$ cat src/rtl/sg_lock_ctrl_if.sv
// Signal bundle between the sync-lock controller and its environment.
// Reference/generated sync inputs plus lock status outputs.
interface sg_lock_ctrl_if;
    logic       cfg_valid;
    logic       v_change;
    logic       HSYNC_ref;
    logic       VSYNC_ref;
    logic       VSYNC_sg;
    logic       sg_reset_n;
    logic       locked;
    logic       lock_lost;
    logic [7:0] phase_offset;
    logic [2:0] state_o;

    modport slave (
        input  cfg_valid, v_change, HSYNC_ref, VSYNC_ref, VSYNC_sg,
        output sg_reset_n, locked, lock_lost, phase_offset, state_o
    );

    modport master (
        output cfg_valid, v_change, HSYNC_ref, VSYNC_ref, VSYNC_sg,
        input  sg_reset_n, locked, lock_lost, phase_offset, state_o
    );
endinterface

$ cat src/rtl/sg_lock_ctrl.sv
// Sync-generator lock controller: waits for a stable reference, releases the
// syncgen, then measures VSYNC phase and tracks/holds lock.
module sg_lock_ctrl #(
    parameter int STABLE_FRAMES = 2,
    parameter int LOCK_FRAMES   = 3,
    parameter int PHASE_TOL     = 4,
    parameter int SIG_TIMEOUT   = 4095
) (
    input  logic           PCLK,
    input  logic           reset_n,
    sg_lock_ctrl_if.slave  bus
);

    typedef enum logic [2:0] {
        IDLE        = 3'd0,
        WAIT_STABLE = 3'd1,
        RELEASE     = 3'd2,
        TRACK       = 3'd3,
        LOCKED      = 3'd4
    } state_e;

    localparam logic [7:0]  STAB_N = 8'(STABLE_FRAMES);
    localparam logic [7:0]  LOCK_N = 8'(LOCK_FRAMES);
    localparam logic [7:0]  TOL_N  = 8'(PHASE_TOL);
    localparam logic [11:0] TO_N   = 12'(SIG_TIMEOUT);

    state_e      state_q, state_d;
    logic        hs_cur_q, hs_prev_q;
    logic        vr_cur_q, vr_prev_q;
    logic        vs_cur_q, vs_prev_q;
    logic [7:0]  stab_q, stab_d;
    logic [7:0]  good_q, good_d;
    logic        armed_q, armed_d;
    logic        src_q, src_d;
    logic [7:0]  win_q, win_d;
    logic [7:0]  off_q, off_d;
    logic [11:0] to_q, to_d;
    logic        lost_q, lost_d;
    logic        sgr_q, locked_q, ll_q, ll_d;

    logic        hs_fall, vr_fall, vs_fall;
    logic        other_fall, same_fall;
    logic        timeout, abort, win_en;
    logic        good, bad;
    logic [7:0]  stab_inc, good_inc;

    // Falling edges seen one cycle after the input changes (two-stage history).
    assign hs_fall = hs_prev_q & ~hs_cur_q;
    assign vr_fall = vr_prev_q & ~vr_cur_q;
    assign vs_fall = vs_prev_q & ~vs_cur_q;

    // src_q: 0 = window armed by reference edge, 1 = armed by generated edge
    assign other_fall = src_q ? vr_fall : vs_fall;
    assign same_fall  = src_q ? vs_fall : vr_fall;

    assign timeout  = (to_q == TO_N);
    assign abort    = ~bus.cfg_valid | bus.v_change | timeout;
    assign stab_inc = (stab_q == STAB_N) ? stab_q : stab_q + 8'd1;
    assign good_inc = (good_q == LOCK_N) ? good_q : good_q + 8'd1;

    always_comb begin
        state_d = state_q;
        stab_d  = stab_q;
        good_d  = good_q;
        armed_d = armed_q;
        src_d   = src_q;
        win_d   = win_q;
        off_d   = off_q;
        lost_d  = lost_q;
        ll_d    = 1'b0;
        good    = 1'b0;
        bad     = 1'b0;

        if (state_q == IDLE || hs_fall)
            to_d = '0;
        else if (to_q != 12'hFFF)
            to_d = to_q + 12'd1;
        else
            to_d = to_q;

        if (hs_fall)
            lost_d = 1'b0;
        else if (timeout && state_q != IDLE)
            lost_d = 1'b1;

        // The reference edge that leaves RELEASE also opens the first frame window.
        win_en = (state_q == TRACK) || (state_q == LOCKED) ||
                 (state_q == RELEASE && vr_fall);

        // win_q holds the cycle distance from the arming edge, so the arm cycle
        // itself is offset 0 and the next registered value is 1.
        if (win_en) begin
            if (!armed_q) begin
                if (vr_fall && vs_fall) begin
                    good  = 1'b1;
                    off_d = 8'd0;
                end else if (vr_fall || vs_fall) begin
                    armed_d = 1'b1;
                    src_d   = vs_fall;
                    win_d   = 8'd1;
                end
            end else begin
                if (other_fall && win_q <= TOL_N) begin
                    good    = 1'b1;
                    off_d   = win_q;
                    armed_d = 1'b0;
                end else if (same_fall) begin
                    bad   = 1'b1;
                    off_d = win_q;
                    win_d = 8'd1;
                end else if (win_q > TOL_N) begin
                    bad     = 1'b1;
                    off_d   = win_q;
                    armed_d = 1'b0;
                end else if (win_q != 8'hFF) begin
                    win_d = win_q + 8'd1;
                end
            end
        end

        case (state_q)
            IDLE: begin
                if (bus.cfg_valid && !bus.v_change && !lost_q)
                    state_d = WAIT_STABLE;
            end
            WAIT_STABLE: begin
                if (vr_fall) begin
                    stab_d = stab_inc;
                    if (stab_inc == STAB_N)
                        state_d = RELEASE;
                end
            end
            RELEASE, TRACK: begin
                if (state_q == RELEASE && vr_fall)
                    state_d = TRACK;
                if (good) begin
                    good_d = good_inc;
                    if (good_inc == LOCK_N)
                        state_d = LOCKED;
                end else if (bad) begin
                    good_d = 8'd0;
                end
            end
            LOCKED: begin
                if (bad) begin
                    state_d = IDLE;
                    ll_d    = 1'b1;
                end
            end
            default: state_d = IDLE;
        endcase

        if (state_q != IDLE && abort) begin
            state_d = IDLE;
            ll_d    = (state_q == LOCKED);
        end

        if (state_d == IDLE) begin
            stab_d  = 8'd0;
            good_d  = 8'd0;
            armed_d = 1'b0;
            win_d   = 8'd0;
            to_d    = '0;
        end
    end

    always_ff @(posedge PCLK or negedge reset_n) begin
        if (!reset_n) begin
            state_q   <= IDLE;
            hs_cur_q  <= 1'b1;
            hs_prev_q <= 1'b1;
            vr_cur_q  <= 1'b1;
            vr_prev_q <= 1'b1;
            vs_cur_q  <= 1'b1;
            vs_prev_q <= 1'b1;
            stab_q    <= 8'd0;
            good_q    <= 8'd0;
            armed_q   <= 1'b0;
            src_q     <= 1'b0;
            win_q     <= 8'd0;
            off_q     <= 8'd0;
            to_q      <= 12'd0;
            lost_q    <= 1'b0;
            sgr_q     <= 1'b0;
            locked_q  <= 1'b0;
            ll_q      <= 1'b0;
        end else begin
            state_q   <= state_d;
            hs_cur_q  <= bus.HSYNC_ref;
            hs_prev_q <= hs_cur_q;
            vr_cur_q  <= bus.VSYNC_ref;
            vr_prev_q <= vr_cur_q;
            vs_cur_q  <= bus.VSYNC_sg;
            vs_prev_q <= vs_cur_q;
            stab_q    <= stab_d;
            good_q    <= good_d;
            armed_q   <= armed_d;
            src_q     <= src_d;
            win_q     <= win_d;
            off_q     <= off_d;
            to_q      <= to_d;
            lost_q    <= lost_d;
            sgr_q     <= (state_d == RELEASE) || (state_d == TRACK) || (state_d == LOCKED);
            locked_q  <= (state_d == LOCKED);
            ll_q      <= ll_d;
        end
    end

    assign bus.sg_reset_n   = sgr_q;
    assign bus.locked       = locked_q;
    assign bus.lock_lost    = ll_q;
    assign bus.phase_offset = off_q;
    assign bus.state_o      = state_q;

endmodule
$ cat src/flat_wrapper.sv
// flat-port wrapper written by rule: the top's interface ports become plain ports
module sg_lock_ctrl_flat 
#(
    parameter int STABLE_FRAMES = 2,
    parameter int LOCK_FRAMES   = 3,
    parameter int PHASE_TOL     = 4,
    parameter int SIG_TIMEOUT   = 4095
)
  (PCLK, reset_n, bus_cfg_valid, bus_v_change, bus_HSYNC_ref, bus_VSYNC_ref, bus_VSYNC_sg, bus_sg_reset_n, bus_locked, bus_lock_lost, bus_phase_offset, bus_state_o);
  sg_lock_ctrl_if bus_i ();
  input  logic PCLK;
  input  logic reset_n;
  input wire logic [$bits(bus_i.cfg_valid)-1:0] bus_cfg_valid;
  input wire logic [$bits(bus_i.v_change)-1:0] bus_v_change;
  input wire logic [$bits(bus_i.HSYNC_ref)-1:0] bus_HSYNC_ref;
  input wire logic [$bits(bus_i.VSYNC_ref)-1:0] bus_VSYNC_ref;
  input wire logic [$bits(bus_i.VSYNC_sg)-1:0] bus_VSYNC_sg;
  output wire logic [$bits(bus_i.sg_reset_n)-1:0] bus_sg_reset_n;
  output wire logic [$bits(bus_i.locked)-1:0] bus_locked;
  output wire logic [$bits(bus_i.lock_lost)-1:0] bus_lock_lost;
  output wire logic [$bits(bus_i.phase_offset)-1:0] bus_phase_offset;
  output wire logic [$bits(bus_i.state_o)-1:0] bus_state_o;
  assign bus_i.cfg_valid = bus_cfg_valid;
  assign bus_i.v_change = bus_v_change;
  assign bus_i.HSYNC_ref = bus_HSYNC_ref;
  assign bus_i.VSYNC_ref = bus_VSYNC_ref;
  assign bus_i.VSYNC_sg = bus_VSYNC_sg;
  assign bus_sg_reset_n = bus_i.sg_reset_n;
  assign bus_locked = bus_i.locked;
  assign bus_lock_lost = bus_i.lock_lost;
  assign bus_phase_offset = bus_i.phase_offset;
  assign bus_state_o = bus_i.state_o;
  sg_lock_ctrl #(.STABLE_FRAMES(STABLE_FRAMES), .LOCK_FRAMES(LOCK_FRAMES), .PHASE_TOL(PHASE_TOL), .SIG_TIMEOUT(SIG_TIMEOUT)) u_core (.PCLK(PCLK), .reset_n(reset_n), .bus(bus_i));
endmodule
$ cat config.mk
export PLATFORM = sky130hd
export DESIGN_NAME = sg_lock_ctrl_flat
export DESIGN_NICKNAME = d
export VERILOG_FILES = /design/src/rtl/sg_lock_ctrl_if.sv /design/src/rtl/sg_lock_ctrl.sv /design/src/flat_wrapper.sv
export SDC_FILE = /design/constraint.sdc
export NUM_CORES = 1
export LEC_CHECK = 0
export ABC_AREA = 1
export ABC_CLOCK_PERIOD_IN_PS = 1900
export BUFFER_PORTS_ARGS = -buffer_cell sky130_fd_sc_hd__buf_2
export CAP_MARGIN = 40
export CORE_UTILIZATION = 55
export DETAILED_ROUTE_END_ITERATION = 7
export PLACE_DENSITY = 0.76
export SLEW_MARGIN = 10
export SYNTH_ARGS = -nofsm -noshare
export SYNTH_HDL_FRONTEND = slang
export SYNTH_SLANG_ARGS = --single-unit
$ cat constraint.sdc
create_clock -name PCLK -period 1.9 [get_ports PCLK]
set_clock_uncertainty 0.1 [all_clocks]
set_input_delay 0.095 -clock PCLK [delete_from_list [all_inputs] [get_ports PCLK]]
set_output_delay 0.095 -clock PCLK [all_outputs]
set_load 0.01 [all_outputs]
==> reports/results.tsv <==
stage	metric	value	unit
clock_tree	Clock transition at path regs	0.08	ns
synth	Mapped Area	3320	um^2
clock_tree	TritonCTS buffer count	9	
global_routing	gr ovfl total	0	
critical_path	critical path arrival	2.52	ns
layout	Antenna Cells	0	
layout	Finished Layout Cells	631	
status	failing checks	setup timing	
layout	share of cells above drive strength 1	39.4	%
layout	P&R area growth vs syn	41.1	%
global_routing	Most Crowded Layer GR	met2	
timing	Worst Slack Setup Final	-0.477	ns
timing	fmax	421	MHz
detailed_routing	wire per inst	15.5	um
critical_path	CP max FO	10	
floorplanning	core footprint	5680	um^2
clock_tree	CTS Root Cell	clkbuf_8	
timing	final hold violation count	0	
clock_tree	H-tree depth	3	
min_path	Hold WC Path Type	input port to async pin	
critical_path	critical path required time	2.04	ns
power_and_ir_drop	VDD IR max	0.514	mV
floorplanning	Ports	21	
layout	Total Nets Final	569	
clock_tree	total clock sinks	59	
timing	slew margin rel.	74.8	%
detailed_routing	total wire length	9760	um
global_routing	gr usage total	28.0	%
timing	Final setup violation count	43	
timing	Final Cycle Share	125	%
layout	Storage cell area	1490	um^2
global_routing	grt met3 use	6.29	%
global_routing	largest net degree at the start of global routing	60	
global_routing	vias in the first global route	3011	
place	IO Port Bufs	20	
layout	multi-input logic area	1780	um^2
timing	worst-margin pin slew	0.377	ns
synth	Netlist cell types	32	
detailed_routing	Routed Antenna Nets	0	
place	hpwl dp	5120	um
floorplanning	Initial Util	58.5	%
detailed_routing	initial DRC count	326	
synth	Cells after Synth	452	
synth	Synth Net Count	467	
critical_path	Worst Setup SP	u_core.to_q[0]	
clock_tree	clk_lat worst skew	0.35	ns
floorplanning	DIE WIDTH	79.7	um
detailed_routing	DRT Pass-1 Iters	7	
detailed_routing	via count	3409	
flow_run	MaxCap Viol Count	0	
synth	Mean Syn Cell Area	7.35	um^2
power_and_ir_drop	Leak Pwr	0.00263	uW
floorplanning	Die Span Y	79.7	um
critical_path	CP Class	flip-flop to flip-flop	
detailed_routing	DRC viols	0	
synth	Seq/Total Area, Yosys	44.7	%
synth	register bit count reported by yosys	59	
detailed_routing	vias per inst	5.40	
floorplanning	DIE AREA	6350	um^2
timing	Final Max Slew Viols	0	
clock_tree	Clock Path Buffers	2	
timing	min Tclk post-route	2.38	ns
critical_path	CP startpoint kind	flip-flop	
critical_path	crit path capture type	flip-flop	
global_routing	global-route wire length before repair	13700	um
place	GPL Wtd Cong	0.879	
place	worst slack, placed	-0.262	ns
clock_tree	CTS tree	built	
power_and_ir_drop	PwrDens	724	nW/um^2
status	status	complete, but fails checks	
global_routing	initial antenna violation count	0	
floorplanning	Row Count	27	
critical_path	Reg-to-Reg Start	u_core.to_q[0]	
synth	Synth Warn #	0	
global_routing	routing usage on met1	36.0	%
place	dpl cells	597	
global_routing	met2 Usage GRT	45.3	%
timing	RSZ-0062 raised after global routing	true	
layout	Fill cells	330	
state kept, by name (all words and copies together) (netlist names):
register                 flops
u_core.armed_q               1
u_core.bus.lock_lost         1
u_core.bus.locked            1
u_core.bus.phase_offset      8
u_core.bus.sg_reset_n        1
u_core.bus.state_o           3
u_core.good_q                8
u_core.hs_cur_q              1
u_core.hs_prev_q             1
u_core.lost_q                1
u_core.src_q                 1
u_core.stab_q                8
u_core.to_q                 12
u_core.vr_cur_q              1
u_core.vr_prev_q             1
u_core.vs_cur_q              1
u_core.vs_prev_q             1
u_core.win_q                 8
metrics by stage:
| step | hold slack (ns) | instance area (um^2) | setup TNS (ns) | util [%] | power [uW] |
|---|---|---|---|---|---|
| 2_1_floorplan | -0.301 | 3410 | -2.68 | - | 1720 |
| 3_3_place_gp | 0.0209 | 4040 | -4.99 | 71.2 | 1930 |
| 3_5_place_dp | 0.0229 | 4040 | -9.22 | 71.2 | 1940 |
| 4_1_cts | 0.201 | 4350 | -7.32 | 76.7 | 3100 |
| 5_1_grt | 0.237 | 4690 | -22.81 | 82.6 | 3490 |
| 6_report | 0.165 | 4690 | -16.35 | 82.6 | 3390 |
metal layers:
metal / part of all wire, % / vias up
li1: - / 1597
met1: 40 / 1596
met2: 49 / 165
met3: 6.8 / 51
met4: 4.1 / 0
met5: 0 / -
cell type report:
| type | instances | share of cell area [%] |
|---|---|---|
| Clock buffer | 15 | 4.19 |
| Clock inverter | 1 | 0.107 |
| Inverter | 90 | 7.21 |
| Multi-Input combinational cell | 294 | 37.9 |
| Sequential cell | 59 | 31.7 |
| Tap cell | 72 | 1.92 |
| Timing Repair Buffer | 100 | 16.9 |
report_power, final:
part | switching, uW | internal [uW]
registers | 43.4 | 1290
logic | 522 | 378
clock network | 503 | 651
what timing repair did:
item,CTS,global route
gates cloned,0,2
hold buffers,4,0
setup buffers,5,7
resized for setup,11,67
endpoints found under the hold margin,62,0
endpoints found under the setup margin,42,51
pin swaps,0,15
cell usage after synthesis:
library cell	n	area (um^2)
o21ai_1	1	5.00
a21boi_0	1	7.51
xor2_1	7	61.3
o31ai_1	4	30.0
nor2_1	47	176
and2_1	1	6.26
nand3_4	1	17.5
o21ai_2	1	8.76
inv_1	81	304
buf_6	3	33.8
a22o_1	4	35.0
nand3_2	1	10.0
buf_2	3	15.0
nand2_2	7	43.8
inv_2	9	33.8
nand2_1	125	469
a221oi_1	1	8.76
nand3_1	35	175
o21ai_0	16	80.1
nor2_2	4	25.0
xnor2_1	4	35.0
nor3b_1	1	7.51
nand4_1	4	25.0
dfrtp_1	53	1330
a21oi_1	8	40.0
and3_1	1	6.26
o22ai_1	2	12.5
dfstp_2	6	158
ha_1	8	100
a31oi_1	3	18.8
nor3_1	7	35.0
clkbuf_1	3	11.3
path summary, 6_finish.rpt:
path	endpoint	slack (ns)	depth (start not counted)
max	u_core.stab_q[7]	-0.48	15
min	u_core.to_q[2]	0.16	3
max reg2reg	u_core.stab_q[7]	-0.48	15
min reg2reg	u_core.vr_prev_q	0.27	0
max in group asynchronous	u_core.vs_cur_q	1.20	3
min in group PCLK	u_core.bus.state_o[0]	0.22	7
cells in the final DEF (no fill, tap or decap), types with 4 or more instances in the layout:
| master | netlist | layout |
|---|---|---|
| inv_2 | 9 | 21 |
| a22o_1 | 4 | 4 |
| buf_4 | 0 | 70 |
| clkbuf_8 | 0 | 14 |
| nand4_1 | 4 | 4 |
| buf_2 | 3 | 20 |
| nor2_4 | 0 | 5 |
| nor2_1 | 47 | 33 |
| o31ai_1 | 4 | 4 |
| nand3_2 | 1 | 5 |
| inv_1 | 81 | 69 |
| nand2_1 | 125 | 93 |
| ha_4 | 0 | 4 |
| nand2_2 | 7 | 30 |
| dfstp_2 | 6 | 6 |
| nand2_4 | 0 | 9 |
| nand3_1 | 35 | 28 |
| a21oi_1 | 8 | 7 |
| nand3_4 | 1 | 4 |
| o21ai_0 | 16 | 13 |
| nor3_1 | 7 | 6 |
| xor2_1 | 7 | 4 |
| nor2_2 | 4 | 13 |
| dlygate4sd3_1 | 0 | 4 |
| dfrtp_1 | 53 | 50 |
kinds of logic after synthesis:
kind of cell	share of synthesized area, %
xor+xnor	2.90
buf+inv	12.0
flops	44.7
compound gates	7.42
fa+ha+maj	3.01
simple gates	30.0
critical path, stage by stage, from the launching register on:
cell	delay, ns
dfrtp_1	0.38
ha_2	0.21
nand2_1	0.09
nor2_2	0.16
nand2_2	0.09
nor2_2	0.16
nand2_1	0.08
nor2_2	0.15
nand2_2	0.09
nand2_2	0.09
nand2_4	0.07
nand2_2	0.11
nand3_4	0.16
clkbuf_16	0.22
nand2_1	0.09
inv_1	0.05
Power figures use the tool's default switching activity.
